`config.mk`:
```
export PLATFORM = sky130hd
export DESIGN_NAME = pipeline_debug_sequencer_flat
export DESIGN_NICKNAME = d
export VERILOG_FILES = /design/src/rtl/pipeline_debug_sequencer_if.sv /design/src/rtl/pipeline_debug_sequencer.sv /design/src/flat_wrapper.sv
export SDC_FILE = /design/constraint.sdc
export NUM_CORES = 1
export LEC_CHECK = 0
export CORE_MARGIN = 3
export CORE_UTILIZATION = 50
export DETAILED_ROUTE_END_ITERATION = 12
export PLACE_DENSITY = 0.9
export SYNTH_ARGS = -nofsm -noshare
export SYNTH_HDL_FRONTEND = slang
export SYNTH_SLANG_ARGS = --single-unit
```
`constraint.sdc`:
```
create_clock -name i_clk -period 3.64 [get_ports i_clk]
set_input_delay 0.728 -clock i_clk [delete_from_list [all_inputs] [get_ports i_clk]]
set_output_delay 0.728 -clock i_clk [all_outputs]
set_load 0.05 [all_outputs]
```
`src/rtl/pipeline_debug_sequencer_if.sv`:
```
// pipeline_debug_sequencer_if: host byte link between the UART wrappers and the debug sequencer
interface pipeline_debug_sequencer_if;
    logic [7:0] i_rx_data;
    logic       i_rx_valid;
    logic [7:0] o_tx_data;
    logic       o_tx_valid;
    logic       i_tx_ready;

    // Host side: drives command bytes and TX acceptance, consumes dump bytes
    modport master (
        output i_rx_data,
        output i_rx_valid,
        output i_tx_ready,
        input  o_tx_data,
        input  o_tx_valid
    );

    // Sequencer side
    modport slave (
        input  i_rx_data,
        input  i_rx_valid,
        input  i_tx_ready,
        output o_tx_data,
        output o_tx_valid
    );
endinterface

```
`src/rtl/pipeline_debug_sequencer.sv`:
```
// pipeline_debug_sequencer: byte-command loader, run/step controller and state dumper for the MIPS pipeline
module pipeline_debug_sequencer #(
    parameter int INST_MEM_ADDR_WIDTH = 9,
    parameter int DATA_MEM_ADDR_WIDTH = 8
) (
    input  logic                           i_clk,
    input  logic                           i_reset,
    pipeline_debug_sequencer_if.slave      host,
    output logic                           o_halt,
    output logic                           o_write_instruction_flag,
    output logic [31:0]                    o_instruction_to_write,
    output logic [INST_MEM_ADDR_WIDTH-1:0] o_address_to_write_inst,
    input  logic [63:0]                    i_IF_ID_latch,
    input  logic [138:0]                   i_ID_EX_latch,
    input  logic [75:0]                    i_EX_MEM_latch,
    input  logic [70:0]                    i_MEM_WB_latch,
    output logic [4:0]                     o_reg_read,
    input  logic [31:0]                    i_reg_content,
    output logic [DATA_MEM_ADDR_WIDTH-1:0] o_mem_read_addr,
    input  logic [31:0]                    i_mem_content,
    input  logic                           i_program_end
);
    // Latches padded to whole bytes: 8 + 18 + 10 + 9 = 45 bytes
    localparam int SNAP_BITS = 360;
    localparam logic [5:0] SNAP_BYTES = 6'd45;
    localparam logic [INST_MEM_ADDR_WIDTH-1:0] INST_STEP = INST_MEM_ADDR_WIDTH'(4);
    localparam logic [DATA_MEM_ADDR_WIDTH-1:0] MEM_STEP = DATA_MEM_ADDR_WIDTH'(4);

    typedef enum logic [3:0] {
        IDLE, LOAD, LOAD_WR, RUN, STEP, SNAP, TX_LATCH,
        RD_REG, TX_REG, RD_MEM, TX_MEM, TX_END
    } state_t;

    state_t                         state_q;
    logic                           halt_q;
    logic                           tx_valid_q;
    logic [7:0]                     tx_data_q;
    logic                           wr_q;
    logic [31:0]                    inst_q;
    logic [INST_MEM_ADDR_WIDTH-1:0] inst_addr_q;
    logic [4:0]                     reg_idx_q;
    logic [DATA_MEM_ADDR_WIDTH-1:0] mem_addr_q;
    logic [31:0]                    word_q;
    logic [SNAP_BITS-1:0]           snap_q;
    logic [5:0]                     cnt_q;
    logic                           settle_q;

    logic                 accept_d;
    logic [31:0]          load_word_d;
    logic [SNAP_BITS-1:0] snap_d;
    logic                 last_inst_d;
    logic                 last_mem_d;

    assign accept_d    = tx_valid_q & host.i_tx_ready;
    assign load_word_d = {word_q[23:0], host.i_rx_data};
    assign snap_d      = {i_IF_ID_latch, 5'b0, i_ID_EX_latch, 4'b0, i_EX_MEM_latch, 1'b0, i_MEM_WB_latch};
    assign last_inst_d = &inst_addr_q[INST_MEM_ADDR_WIDTH-1:2];
    assign last_mem_d  = &mem_addr_q[DATA_MEM_ADDR_WIDTH-1:2];

    assign host.o_tx_data          = tx_data_q;
    assign host.o_tx_valid         = tx_valid_q;
    assign o_halt                  = halt_q;
    assign o_write_instruction_flag = wr_q;
    assign o_instruction_to_write  = inst_q;
    assign o_address_to_write_inst = inst_addr_q;
    assign o_reg_read              = reg_idx_q;
    assign o_mem_read_addr         = mem_addr_q;

    // Command FSM; an accepted TX byte drops valid unless the state presents the next one
    always_ff @(posedge i_clk or negedge i_reset) begin
        if (!i_reset) begin
            state_q     <= IDLE;
            halt_q      <= 1'b1;
            tx_valid_q  <= 1'b0;
            tx_data_q   <= 8'h00;
            wr_q        <= 1'b0;
            inst_q      <= 32'h0;
            inst_addr_q <= '0;
            reg_idx_q   <= 5'd0;
            mem_addr_q  <= '0;
            word_q      <= 32'h0;
            snap_q      <= '0;
            cnt_q       <= 6'd0;
            settle_q    <= 1'b0;
        end else begin
            if (accept_d) tx_valid_q <= 1'b0;
            case (state_q)
                IDLE: begin
                    if (host.i_rx_valid) begin
                        if (host.i_rx_data == 8'h4C) begin
                            inst_addr_q <= '0;
                            cnt_q       <= 6'd0;
                            state_q     <= LOAD;
                        end else if (host.i_rx_data == 8'h43 || host.i_rx_data == 8'h53) begin
                            if (i_program_end) begin
                                state_q <= SNAP;
                            end else begin
                                halt_q  <= 1'b0;
                                state_q <= (host.i_rx_data == 8'h43) ? RUN : STEP;
                            end
                        end
                    end
                end
                LOAD: begin
                    if (host.i_rx_valid) begin
                        word_q <= load_word_d;
                        if (cnt_q == 6'd3) begin
                            inst_q  <= load_word_d;
                            wr_q    <= 1'b1;
                            cnt_q   <= 6'd0;
                            state_q <= LOAD_WR;
                        end else begin
                            cnt_q <= cnt_q + 6'd1;
                        end
                    end
                end
                LOAD_WR: begin
                    wr_q        <= 1'b0;
                    inst_addr_q <= inst_addr_q + INST_STEP;
                    if (&inst_q || last_inst_d) begin
                        tx_data_q  <= 8'h4C;
                        tx_valid_q <= 1'b1;
                        state_q    <= IDLE;
                    end else begin
                        state_q <= LOAD;
                    end
                end
                RUN: begin
                    if (i_program_end) begin
                        halt_q  <= 1'b1;
                        state_q <= SNAP;
                    end
                end
                STEP: begin
                    halt_q  <= 1'b1;
                    state_q <= SNAP;
                end
                SNAP: begin
                    snap_q     <= snap_d << 8;
                    tx_data_q  <= snap_d[SNAP_BITS-1 -: 8];
                    tx_valid_q <= 1'b1;
                    cnt_q      <= 6'd1;
                    state_q    <= TX_LATCH;
                end
                TX_LATCH: begin
                    if (accept_d) begin
                        if (cnt_q == SNAP_BYTES) begin
                            cnt_q   <= 6'd0;
                            state_q <= RD_REG;
                        end else begin
                            tx_data_q  <= snap_q[SNAP_BITS-1 -: 8];
                            snap_q     <= snap_q << 8;
                            tx_valid_q <= 1'b1;
                            cnt_q      <= cnt_q + 6'd1;
                        end
                    end
                end
                RD_REG: begin
                    settle_q <= !settle_q;
                    if (settle_q) begin
                        word_q     <= {i_reg_content[23:0], 8'h00};
                        tx_data_q  <= i_reg_content[31:24];
                        tx_valid_q <= 1'b1;
                        cnt_q      <= 6'd1;
                        state_q    <= TX_REG;
                    end
                end
                TX_REG: begin
                    if (accept_d) begin
                        if (cnt_q == 6'd4) begin
                            cnt_q     <= 6'd0;
                            reg_idx_q <= reg_idx_q + 5'd1;
                            state_q   <= (&reg_idx_q) ? RD_MEM : RD_REG;
                        end else begin
                            tx_data_q  <= word_q[31:24];
                            word_q     <= {word_q[23:0], 8'h00};
                            tx_valid_q <= 1'b1;
                            cnt_q      <= cnt_q + 6'd1;
                        end
                    end
                end
                RD_MEM: begin
                    settle_q <= !settle_q;
                    if (settle_q) begin
                        word_q     <= {i_mem_content[23:0], 8'h00};
                        tx_data_q  <= i_mem_content[31:24];
                        tx_valid_q <= 1'b1;
                        cnt_q      <= 6'd1;
                        state_q    <= TX_MEM;
                    end
                end
                TX_MEM: begin
                    if (accept_d) begin
                        if (cnt_q == 6'd4) begin
                            cnt_q      <= 6'd0;
                            mem_addr_q <= mem_addr_q + MEM_STEP;
                            if (last_mem_d) begin
                                tx_data_q  <= {7'b0, i_program_end};
                                tx_valid_q <= 1'b1;
                                state_q    <= TX_END;
                            end else begin
                                state_q <= RD_MEM;
                            end
                        end else begin
                            tx_data_q  <= word_q[31:24];
                            word_q     <= {word_q[23:0], 8'h00};
                            tx_valid_q <= 1'b1;
                            cnt_q      <= cnt_q + 6'd1;
                        end
                    end
                end
                TX_END: begin
                    if (accept_d) state_q <= IDLE;
                end
                default: state_q <= IDLE;
            endcase
        end
    end
endmodule

```
`src/flat_wrapper.sv`:
```
// flat-port wrapper written by rule: the top's interface ports become plain ports
module pipeline_debug_sequencer_flat 
#(
    parameter int INST_MEM_ADDR_WIDTH = 9,
    parameter int DATA_MEM_ADDR_WIDTH = 8
)
  (i_clk, i_reset, o_halt, o_write_instruction_flag, o_instruction_to_write, o_address_to_write_inst, i_IF_ID_latch, i_ID_EX_latch, i_EX_MEM_latch, i_MEM_WB_latch, o_reg_read, i_reg_content, o_mem_read_addr, i_mem_content, i_program_end, host_i_rx_data, host_i_rx_valid, host_i_tx_ready, host_o_tx_data, host_o_tx_valid);
  pipeline_debug_sequencer_if host_i ();
  input  logic i_clk;
  input  logic i_reset;
  output logic o_halt;
  output logic o_write_instruction_flag;
  output logic [31:0] o_instruction_to_write;
  output logic [INST_MEM_ADDR_WIDTH-1:0] o_address_to_write_inst;
  input  logic [63:0] i_IF_ID_latch;
  input  logic [138:0] i_ID_EX_latch;
  input  logic [75:0] i_EX_MEM_latch;
  input  logic [70:0] i_MEM_WB_latch;
  output logic [4:0] o_reg_read;
  input  logic [31:0] i_reg_content;
  output logic [DATA_MEM_ADDR_WIDTH-1:0] o_mem_read_addr;
  input  logic [31:0] i_mem_content;
  input  logic i_program_end;
  input wire logic [$bits(host_i.i_rx_data)-1:0] host_i_rx_data;
  input wire logic [$bits(host_i.i_rx_valid)-1:0] host_i_rx_valid;
  input wire logic [$bits(host_i.i_tx_ready)-1:0] host_i_tx_ready;
  output wire logic [$bits(host_i.o_tx_data)-1:0] host_o_tx_data;
  output wire logic [$bits(host_i.o_tx_valid)-1:0] host_o_tx_valid;
  assign host_i.i_rx_data = host_i_rx_data;
  assign host_i.i_rx_valid = host_i_rx_valid;
  assign host_i.i_tx_ready = host_i_tx_ready;
  assign host_o_tx_data = host_i.o_tx_data;
  assign host_o_tx_valid = host_i.o_tx_valid;
  pipeline_debug_sequencer #(.INST_MEM_ADDR_WIDTH(INST_MEM_ADDR_WIDTH), .DATA_MEM_ADDR_WIDTH(DATA_MEM_ADDR_WIDTH)) u_core (.i_clk(i_clk), .i_reset(i_reset), .host(host_i), .o_halt(o_halt), .o_write_instruction_flag(o_write_instruction_flag), .o_instruction_to_write(o_instruction_to_write), .o_address_to_write_inst(o_address_to_write_inst), .i_IF_ID_latch(i_IF_ID_latch), .i_ID_EX_latch(i_ID_EX_latch), .i_EX_MEM_latch(i_EX_MEM_latch), .i_MEM_WB_latch(i_MEM_WB_latch), .o_reg_read(o_reg_read), .i_reg_content(i_reg_content), .o_mem_read_addr(o_mem_read_addr), .i_mem_content(i_mem_content), .i_program_end(i_program_end));
endmodule
```
==> key figures <==
Status
  – Outcome: finished, final reports clean

Floorplan
  – Io pins: just under 500
  – Starting Density: between 50% and 60%
  – Width of the die: 213 µm
  – Core region area: approximately 42000 µm²
  – Chip Height: 213 µm
  – Die area: 45400 µm²
  – # rows: 75

CTS
  – CTS tree: yes
  – Post-CTS Resized: 0
  – CTS root buf: clkbuf_16
  – CTS Buffer Depth: 3
  – CTS Hold Bufs: 0
  – Clk slew on worst S/H paths: 0.06 ns
  – Post-CTS repair timing setup buffer count: 0
  – Clk_lat worst skew: 0.59 ns
  – Total CTS buffers: 48
  – Sink Count: ~460
  – CTS H-Tree Depth: 2

Synthesis
  – Main synth FF type: dfrtp_1
  – #FFs+latches synth: around 460
  – Asr flop ratio synth: 100%
  – Cell taking the most area after synthesis: dfrtp_1
  – Top-area cell type share of the netlist area: 53.1%
  – Netlist Area Pre-Place: 21400 µm²
  – Top cells by area, synth: dfrtp_1 53%, nand2_1 14%, a31oi_1 9.8%
  – Library cells used by synthesis: 74
  – Number of synthesized flops with an enable pin: 0
  – Synth warn: 0
  – Syn Inst Count: 2479
  – Mean Syn Cell Area: 8.65 µm²
  – Post-synthesis sequential area ratio: 53.2%

Global route
  – Gr ovfl total: 0
  – GRT Total Usage: 28.7%
  – Initial antenna violation count: 5
  – Number of global-route vias before repair: around 20000
  – Largest net degree at the start of global routing: 214
  – First-pass GRT wire length: 104000 µm

STA
  – Slack of the critical path: about 0.79 ns
  – Min Clock Period, post-route: ~2.8 ns
  – Period utilisation layout: around four fifths
  – Worst slew pin tran: between 1 and 1.5 ns
  – Final hold violations: 0
  – Rel. slew slack: 26.2%
  – Final slew viol count: 0
  – Fin Clk Skew: 0.0204 ns
  – Fin Setup TNS: 0 ns
  – RSZ-0062 raised after global routing: false
  – Highest clock rate: 351 MHz
  – Setup violators final: 0

Placement
  – I/O Buffers: 487
  – Pre-CTS WS: 0.430 ns
  – Hpwl dp: 46500 µm
  – DP Area: 26700 µm²
  – RD Place Congestion: 0.970

Power
  – Net switching power: 0.00937 W
  – Sw Share: 39.6%
  – Gate power share: around 40%
  – Pleak: between 10 and 15 nW
  – Clock share of power: 21.9%
  – Pwr Total: 0.0237 W
  – Pwr dens: 833 nW/µm²
  – Max VDD drop: 0.441 mV
  – Sequential Power Share: 38.0%
  – Cell internal pwr: 0.0143 W

Route
  – Pre-antenna DRT Iters: 6
  – Vias: a little over 20000
  – Post-DRT Antenna Nets: 0
  – Via density: 5.81
  – Drt wl/cell: 19.4 µm
  – Drt drc: 0
  – Iter 0 DRT Violations: 2300
  – Routed wire length: slightly below 70000 µm

Layout
  – Final instance area: 28400 µm²
  – Final Net Count: about 3300
  – Syn-to-layout area delta: 32.5%
  – Share of layout cells above drive strength 1: ~7.4%

Setup path
  – WS Path Type: register to register
  – Critical Path Fanout Max: 134
  – Startpoint types: register
  – Critical path required time: 4.14 ns
  – Worst Path Arrival: 3.34 ns
  – CP Capture Type: register
  – Worst Reg-to-Reg Cells: 7

Hold path
  – Hold WC Path Type: input port to async pin

Run
  – Max cap viols: 0
==> cells in the mapped netlist (8+ instances only) <==
library cell	n
a21oi_1	14
a22oi_1	38
a31oi_1	336
buf_2	47
buf_4	25
buf_6	8
clkbuf_1	106
dfrtp_1	455
inv_1	22
mux2_2	59
mux2i_1	11
nand2_1	808
nand3_1	15
nand4_1	20
nor2_1	355
o21ai_0	31
==> layout make-up <==
class / count / area, µm²
Antenna cell: 4 / 10.0
Clock buffer: 66 / 1390
Clock inverter: 21 / 279
Fill cell: 3045 / 13700
Inverter: 22 / 82.6
Multi-Input combinational cell: 1812 / 9090
Sequential cell: 456 / 11400
Tap cell: 539 / 674
Timing Repair Buffer: 537 / 5480
==> logic make-up (layout without fill, tap and decap cells) <==
family,Yosys count,in the layout,synth area share [%]
AO/OA/AOI/OAI,462,462,14.0
XOR/XNOR,14,14,0.572
adder cells (fa/ha/maj),7,7,0.408
buffers and inverters,214,646,4.83
flip-flops,456,456,53.2
multiplexers,72,72,3.72
other,1,8,0.0175
AND/OR/NAND/NOR,1253,1253,23.2
==> sequential cells by signal (all words and copies together), names as in the netlist <==
| signal | cells |
|---|---|
| u_core.o_reg_read | 5 |
| u_core.state_q | 4 |
| u_core.host.o_tx_data | 8 |
| u_core.cnt_q | 6 |
| u_core.settle_q | 1 |
| u_core.snap_q | 352 |
| u_core.o_instruction_to_write | 32 |
| u_core.o_halt | 1 |
| u_core.o_write_instruction_flag | 1 |
| u_core.o_address_to_write_inst | 7 |
| u_core.word_q | 32 |
| u_core.o_mem_read_addr | 6 |
| u_core.host.o_tx_valid | 1 |
==> per-layer routing <==
metal,vias to the layer above,part of all wire [%],track usage [%]
met5,-,0.040,0
met2,1024,48,46.5
met4,4,4.6,13.6
li1,9179,-,-
met3,202,6.9,4.51
met1,9692,40,38.1
==> worst max-delay path: stages (launching register included) <==
cell,delay (ns)
dfrtp_1,0.75
buf_4,0.28
nand4bb_4,0.23
a211oi_4,0.30
or2_4,0.37
buf_12,0.42
nor2_1,0.12
a31oi_1,0.20
==> placed cells by master (no fill, tap or decap), types with 7 or more instances in the layout <==
cell type        synthesis  routed
a21oi_1                 14      14
a22oi_1                 38      38
a31oi_1                336     336
buf_12                   0      18
buf_4                   25      32
clkbuf_1               106       7
clkbuf_16                0      49
clkbuf_8                 2      10
clkdlybuf4s50_1          0     486
clkinv_2                 0       8
dfrtp_1                455     455
ha_1                     7       7
inv_1                   22      22
mux2_2                  59      59
mux2i_1                 11      11
nand2_1                808     808
nand3_1                 15      15
nand4_1                 20      20
nor2_1                 355     355
o21ai_0                 31      31
xnor2_1                  7       7
xor2_1                   7       7
==> through the flow <==
stage	util, %	cells	hold slack (ns)
after floorplan	-	2482	0.432
after global placement	63.5	3366	0.452
after detailed placement	63.5	3366	0.456
after CTS	67.4	3453	0.157
after global routing	67.4	3456	0.191
final	67.4	3457	0.158
==> worst paths after layout <==
kind | start | end | slack, ns
worst min register to register | u_core.snap_q[14]$_DFFE_PN0P_ | u_core.snap_q[14]$_DFFE_PN0P_ | 0.47
worst max register to register | u_core.state_q[2]$_DFFE_PN0P_ | u_core.snap_q[172]$_DFFE_PN0P_ | 0.79
max in group asynchronous | i_reset | u_core.snap_q[298]$_DFFE_PN0P_ | 2.49
worst min-delay path | i_reset | u_core.snap_q[28]$_DFFE_PN0P_ | 0.16
worst max-delay path | u_core.state_q[2]$_DFFE_PN0P_ | u_core.snap_q[172]$_DFFE_PN0P_ | 0.79
min in group i_clk | u_core.snap_q[14]$_DFFE_PN0P_ | u_core.snap_q[14]$_DFFE_PN0P_ | 0.47
==> power groups by stage <==
stage	Combinational [W]	Clock [W]	Sequential, W
finish	0.00948	0.00519	0.00900
global route	0.0104	0.00545	0.00921
CTS	0.00945	0.00525	0.00893
detailed placement	0.00932	0	0.00896
global placement	0.00892	0	0.00882
floorplan	0.00637	0	0.00895
(Power assumes the default switching activity.)
